===== src/rtl/bf_run_decode_if.sv =====
// Fetch-side byte handshake and execute-side operation handshake of bf_run_decode.
// master drives bytes/flush/op_ack_in; slave is the decode stage.
interface bf_run_decode_if #(
  parameter int COUNT_W = 8
);
  logic [7:0]         opcode_in;
  logic               opcode_valid;
  logic               opcode_ack;
  logic               flush;
  logic [7:0]         operation;
  logic [COUNT_W-1:0] count;
  logic               op_valid;
  logic               op_ack_in;

  modport master (
    output opcode_in, opcode_valid, flush, op_ack_in,
    input  opcode_ack, operation, count, op_valid
  );

  modport slave (
    input  opcode_in, opcode_valid, flush, op_ack_in,
    output opcode_ack, operation, count, op_valid
  );
endinterface


===== src/rtl/bf_run_decode.sv =====
// Decode stage folding runs of > < + - into one-hot op + count; RUN_FOLD_EN enables folding.
// Latency: single op accepted at t is valid at t+2; a run is valid the cycle after it closes.
// Backpressure: with output full and held, only comments and same-op run extensions are acked.
module bf_run_decode #(
  parameter int COUNT_W = 8
) (
  input logic           clk,
  input logic           reset_n,
  bf_run_decode_if.slave bus
);

  localparam logic [COUNT_W-1:0] CNT_ONE = COUNT_W'(1);
  localparam logic [COUNT_W-1:0] CNT_MAX = {COUNT_W{1'b1}};

  logic [7:0]         in_oh;
  logic               in_fold;
  logic               in_comment;
  logic               load_closed;
  logic               extend;
  logic               out_free;
  logic               take;
  logic               push;

  logic [7:0]         acc_op_q, acc_op_d;
  logic [COUNT_W-1:0] acc_cnt_q, acc_cnt_d;
  logic               acc_valid_q, acc_valid_d;
  logic               acc_closed_q, acc_closed_d;
  logic [7:0]         op_q, op_d;
  logic [COUNT_W-1:0] cnt_q, cnt_d;
  logic               op_valid_q, op_valid_d;

  always_comb begin
    in_oh = 8'h00;
    case (bus.opcode_in)
      8'h3E:   in_oh = 8'h01;
      8'h3C:   in_oh = 8'h02;
      8'h2B:   in_oh = 8'h04;
      8'h2D:   in_oh = 8'h08;
      8'h2E:   in_oh = 8'h10;
      8'h2C:   in_oh = 8'h20;
      8'h5B:   in_oh = 8'h40;
      8'h5D:   in_oh = 8'h80;
      default: in_oh = 8'h00;
    endcase
  end

  assign in_fold    = |in_oh[3:0];
  assign in_comment = ~|in_oh;
  assign out_free   = !op_valid_q || bus.op_ack_in;

`ifdef RUN_FOLD_EN
  assign extend      = acc_valid_q && !acc_closed_q && in_fold && (in_oh == acc_op_q);
  assign load_closed = !in_fold;
`else
  // Without folding every real byte is a closed run of one.
  assign extend      = 1'b0;
  assign load_closed = 1'b1;
`endif

  assign bus.opcode_ack = !bus.flush &&
                          (in_comment || !acc_valid_q || out_free || extend);
  assign take           = bus.opcode_valid && bus.opcode_ack;

  always_comb begin
    acc_op_d     = acc_op_q;
    acc_cnt_d    = acc_cnt_q;
    acc_valid_d  = acc_valid_q;
    acc_closed_d = acc_closed_q;
    op_d         = op_q;
    cnt_d        = cnt_q;
    op_valid_d   = op_valid_q;
    push         = 1'b0;

    if (take && extend) begin
      acc_cnt_d = acc_cnt_q + CNT_ONE;
      if (acc_cnt_q == CNT_MAX - CNT_ONE) begin
        acc_closed_d = 1'b1;
      end
    end else if (take && !in_comment) begin
      // A new real byte always evicts the accumulator; ack guarantees out_free here.
      push         = acc_valid_q;
      acc_op_d     = in_oh;
      acc_cnt_d    = CNT_ONE;
      acc_valid_d  = 1'b1;
      acc_closed_d = load_closed;
    end else if (acc_valid_q && out_free && (acc_closed_q || bus.flush)) begin
      push        = 1'b1;
      acc_valid_d = 1'b0;
    end

    if (push) begin
      op_d       = acc_op_q;
      cnt_d      = acc_cnt_q;
      op_valid_d = 1'b1;
    end else if (bus.op_ack_in) begin
      op_valid_d = 1'b0;
    end
  end

  always_ff @(posedge clk or negedge reset_n) begin
    if (!reset_n) begin
      acc_op_q     <= 8'h00;
      acc_cnt_q    <= '0;
      acc_valid_q  <= 1'b0;
      acc_closed_q <= 1'b0;
      op_q         <= 8'h00;
      cnt_q        <= '0;
      op_valid_q   <= 1'b0;
    end else begin
      acc_op_q     <= acc_op_d;
      acc_cnt_q    <= acc_cnt_d;
      acc_valid_q  <= acc_valid_d;
      acc_closed_q <= acc_closed_d;
      op_q         <= op_d;
      cnt_q        <= cnt_d;
      op_valid_q   <= op_valid_d;
    end
  end

  assign bus.operation = op_q;
  assign bus.count     = cnt_q;
  assign bus.op_valid  = op_valid_q;

endmodule


===== src/flat_wrapper.sv =====
// flat-port wrapper written by rule: the top's interface ports become plain ports
module bf_run_decode_flat 
#(
  parameter int COUNT_W = 8
)
  (clk, reset_n, bus_opcode_in, bus_opcode_valid, bus_flush, bus_op_ack_in, bus_opcode_ack, bus_operation, bus_count, bus_op_valid);
  bf_run_decode_if #(.COUNT_W(COUNT_W)) bus_i ();
  input logic clk;
  input logic reset_n;
  input wire logic [$bits(bus_i.opcode_in)-1:0] bus_opcode_in;
  input wire logic [$bits(bus_i.opcode_valid)-1:0] bus_opcode_valid;
  input wire logic [$bits(bus_i.flush)-1:0] bus_flush;
  input wire logic [$bits(bus_i.op_ack_in)-1:0] bus_op_ack_in;
  output wire logic [$bits(bus_i.opcode_ack)-1:0] bus_opcode_ack;
  output wire logic [$bits(bus_i.operation)-1:0] bus_operation;
  output wire logic [$bits(bus_i.count)-1:0] bus_count;
  output wire logic [$bits(bus_i.op_valid)-1:0] bus_op_valid;
  assign bus_i.opcode_in = bus_opcode_in;
  assign bus_i.opcode_valid = bus_opcode_valid;
  assign bus_i.flush = bus_flush;
  assign bus_i.op_ack_in = bus_op_ack_in;
  assign bus_opcode_ack = bus_i.opcode_ack;
  assign bus_operation = bus_i.operation;
  assign bus_count = bus_i.count;
  assign bus_op_valid = bus_i.op_valid;
  bf_run_decode #(.COUNT_W(COUNT_W)) u_core (.clk(clk), .reset_n(reset_n), .bus(bus_i));
endmodule

===== config.mk =====
export PLATFORM = sky130hd
export DESIGN_NAME = bf_run_decode_flat
export DESIGN_NICKNAME = d
export VERILOG_FILES = /design/src/rtl/bf_run_decode_if.sv /design/src/rtl/bf_run_decode.sv /design/src/flat_wrapper.sv
export SDC_FILE = /design/constraint.sdc
export NUM_CORES = 1
export LEC_CHECK = 0
export CAP_MARGIN = 10
export CORE_MARGIN = 4
export CORE_UTILIZATION = 41
export CTS_CLUSTER_DIAMETER = 120
export DETAILED_ROUTE_END_ITERATION = 12
export MAX_ROUTING_LAYER = met4
export PLACE_DENSITY = 0.82
export SYNTH_ARGS = -nofsm -noshare
export SYNTH_HDL_FRONTEND = slang
export SYNTH_SLANG_ARGS = --single-unit
export TNS_END_PERCENT = 1

===== constraint.sdc =====
create_clock -name clk -period 1.45 [get_ports clk]
set_input_delay 0.145 -clock clk [delete_from_list [all_inputs] [get_ports clk]]
set_output_delay 0.145 -clock clk [all_outputs]
set_load 0.02 [all_outputs]

==> metrics.txt <==
outcome=finished with violations; violated checks=negative setup slack; Worst-Skew Late Latency=0.31 ns; Final WS setup=-0.05571 ns; Ports=31; Vias=929; Site Rows=18; Syn. warnings=0; die area=3441 um2; leading area contributor after synthesis=dfrtp_1; Leak=0.7633 nW; Seq/Total Area, Yosys=0.4756; port bufs=23; vias per cell=5.370; data required time of the critical path=1.31 ns; Final Hold Vio Count=0; clock root cell=clkbuf_4; worst-path fanout max=2; antenna fix cells=0; Seq cells post-synth=20; first-pass GRT wire length=3.822 mm; largest net degree at the start of global routing=21; Crit Path Category=input port to primary output; crit-path cells=buf_6, or3b_4, a2111oi_4, or2_4, a31oi_1, buf_4; Critical Path Start Type=input port; pre-CTS setup slack=-0.8467 ns; Main synth FF type=dfrtp_1; Tot GR Track Use=0.1490; Slowest-stage cell, CP=or3b_4; Worst Hold Class=input port to async pin; total congestion overflow=0; worst-margin pin slew=0.5492 ns; DP HPWL=1.827 mm; Core ar.=2455 um2; unrepaired setup endpoints after global routing=true; # Max-Cap Violations=0; 1st-iter DRT viols=36; minimum clock period=1.506 ns; routed len/inst=15.42 um; proportion of layout cells with a drive suffix above 1=0.3077; drt total wl=2.668 mm; Max VDD drop=875.2 uV; initial core utilization=0.4286; Worst EP arrival=1.36 ns; Yosys cell types=32; EDFF count, synth=0; Layout Skew=0.01223 ns; CTS tree=built; fin crit share=1.038; Slew Limit Headroom=0.6332; fmax=0.6641 GHz; clk sink count=20; Mapped Cells=103; H-Tree Level Count=1; fin nets=157; Die X=58.66 um; post-synthesis async set-or-reset flop share=1.000; synth top area cells=dfrtp_1 (48%), o32ai_1 (6.7%), mux2_2 (6.4%), buf_4 (5.7%), inv_1 (3.9%); Die Ht=58.66 um; Pre-antenna DRT Iters=7; area share of the largest cell type after synthesis=0.4756; Finished Layout Cells=173; vias in the first global route=869; max incr delay on CP=0.40 ns; Final Max Slew Viols=0; CTS buffer count=3; clock buffer depth=2; post-route ant nets=0; crit end category=primary output; initial antenna violation count=0; synthesized area per cell=10.22 um2; Placer Congestion=0.7563; DRC viols=0; clock transition at the registers of the reported paths=0.12 ns; synth-to-layout area growth=47.56%; Cells after DPL=168; Post-Syn Area=1052 um2; final setup vio count=2; power density cells=1115 nW/um2
metal layers:
layer / track usage / share of wire / vias up / wire length, um
li1: - / - / 432 / -
met2: 0.2823 / 0.57 / 47 / 1525
met1: 0.1578 / 0.35 / 444 / 928
met4: 0.05825 / 0.019 / 0 / 50
met5: - / 0 / - / 0
met3: 0.01316 / 0.061 / 6 / 164
metrics by stage:
step / cell area, um2 / TNS [ns] / total power (W) / utilization / hold slack, ns
finish: 1553 / -0.09008 / 0.001731 / 0.6325 / 0.1469
global route: 1553 / -0.7396 / 0.001803 / 0.6325 / 0.1656
CTS: 1495 / -1.040 / 0.001693 / 0.6091 / 0.1674
detailed placement: 1415 / -13.01 / 0.001233 / 0.5765 / 0.4799
global placement: 1415 / -12.03 / 0.001213 / 0.5765 / 0.4757
floorplan: 1086 / -1.257 / 0.0009842 / - / -0.1506
final timing paths:
path                                                 from                                   to  slack [ns]  depth (start not counted)
max reg2reg                u_core.acc_valid_q$_DFFE_PN0P_  u_core.bus.operation[0]$_DFFE_PN0P_        0.02                          4
min reg2reg                u_core.acc_op_q[1]$_DFFE_PN0P_       u_core.acc_op_q[1]$_DFFE_PN0P_        0.51                          1
max in group asynchronous                         reset_n      u_core.acc_closed_q$_DFFE_PN0P_        1.08                          2
min in group clk                         bus_opcode_in[1]       u_core.acc_op_q[1]$_DFFE_PN0P_        0.32                          3
min                                               reset_n  u_core.bus.operation[3]$_DFFE_PN0P_        0.15                          2
max                                      bus_opcode_in[4]                       bus_opcode_ack       -0.06                          6
layout make-up:
| type | instances | area, um2 |
|---|---|---|
| inverters | 11 | 41.29 |
| multi-input cells | 69 | 544.3 |
| flip-flops and latches | 20 | 500.5 |
| clock buffers | 3 | 22.52 |
| clock inverters | 1 | 30.03 |
| repair buffers | 39 | 376.6 |
| fillers | 209 | 902.1 |
| well taps | 30 | 37.54 |
logic make-up (layout without fill, tap and decap cells):
| group | after synthesis | after routing | share of synthesized area |
|---|---|---|---|
| compound gates | 19 | 19 | 0.1653 |
| xor+xnor | 1 | 1 | 0.008325 |
| buf+inv | 20 | 54 | 0.09988 |
| flops | 20 | 20 | 0.4756 |
| mux | 6 | 6 | 0.06420 |
| other cells | 1 | 7 | 0.003564 |
| simple gates | 36 | 36 | 0.1831 |
sequential cells by signal, summed over array words and instances (netlist names):
register,cells
u_core.acc_closed_q,1
u_core.acc_op_q,8
u_core.acc_valid_q,1
u_core.bus.count,1
u_core.bus.op_valid,1
u_core.bus.operation,8
Yosys cell counts, drive strengths merged, types with 2 or more instances:
cell type	number
o2bb2ai	2
buf	8
o32ai	8
nand2	11
nand3b	2
nor2	7
nor3	3
o21ai	2
nand2b	2
nor4	2
o21a	2
or3	2
mux2	6
inv	11
dfrtp	20
placed cells by master, fill, tap and decap left out, drive strengths merged, types with 2 or more instances in the layout:
master / instances
dfrtp: 20
buf: 20
inv: 11
nand2: 11
o32ai: 8
clkdlybuf4s50: 8
conb: 7
nor2: 7
dlymetal6s2s: 6
mux2: 6
dlygate4sd2: 5
clkbuf: 3
nor3: 3
nand3b: 2
nand2b: 2
o2bb2ai: 2
nor4: 2
or3: 2
o21a: 2
o21ai: 2
repair_timing:
| item | CTS | global route |
|---|---|---|
| buffers inserted | 1 | 0 |
| hold buffers | 0 | 0 |
| hold endpoints to repair | 0 | 0 |
| pin swaps | 6 | 3 |
| endpoints found under the setup margin | 22 | 26 |
| cloned | 0 | 0 |
| resized for setup | 33 | 16 |
power by group:
group / internal (W) / switching, W
Sequential: 0.000634 / 0.0000481
Combinational: 0.000267 / 0.000320
Clock: 0.000280 / 0.000182
worst max-delay path: cells and delay by family:
kind / cells / cell delay [ns]
AO/OA/AOI/OAI: 2 / 0.39
buffers and inverters: 2 / 0.26
AND/OR/NAND/NOR: 2 / 0.57
(Power assumes the default switching activity.)
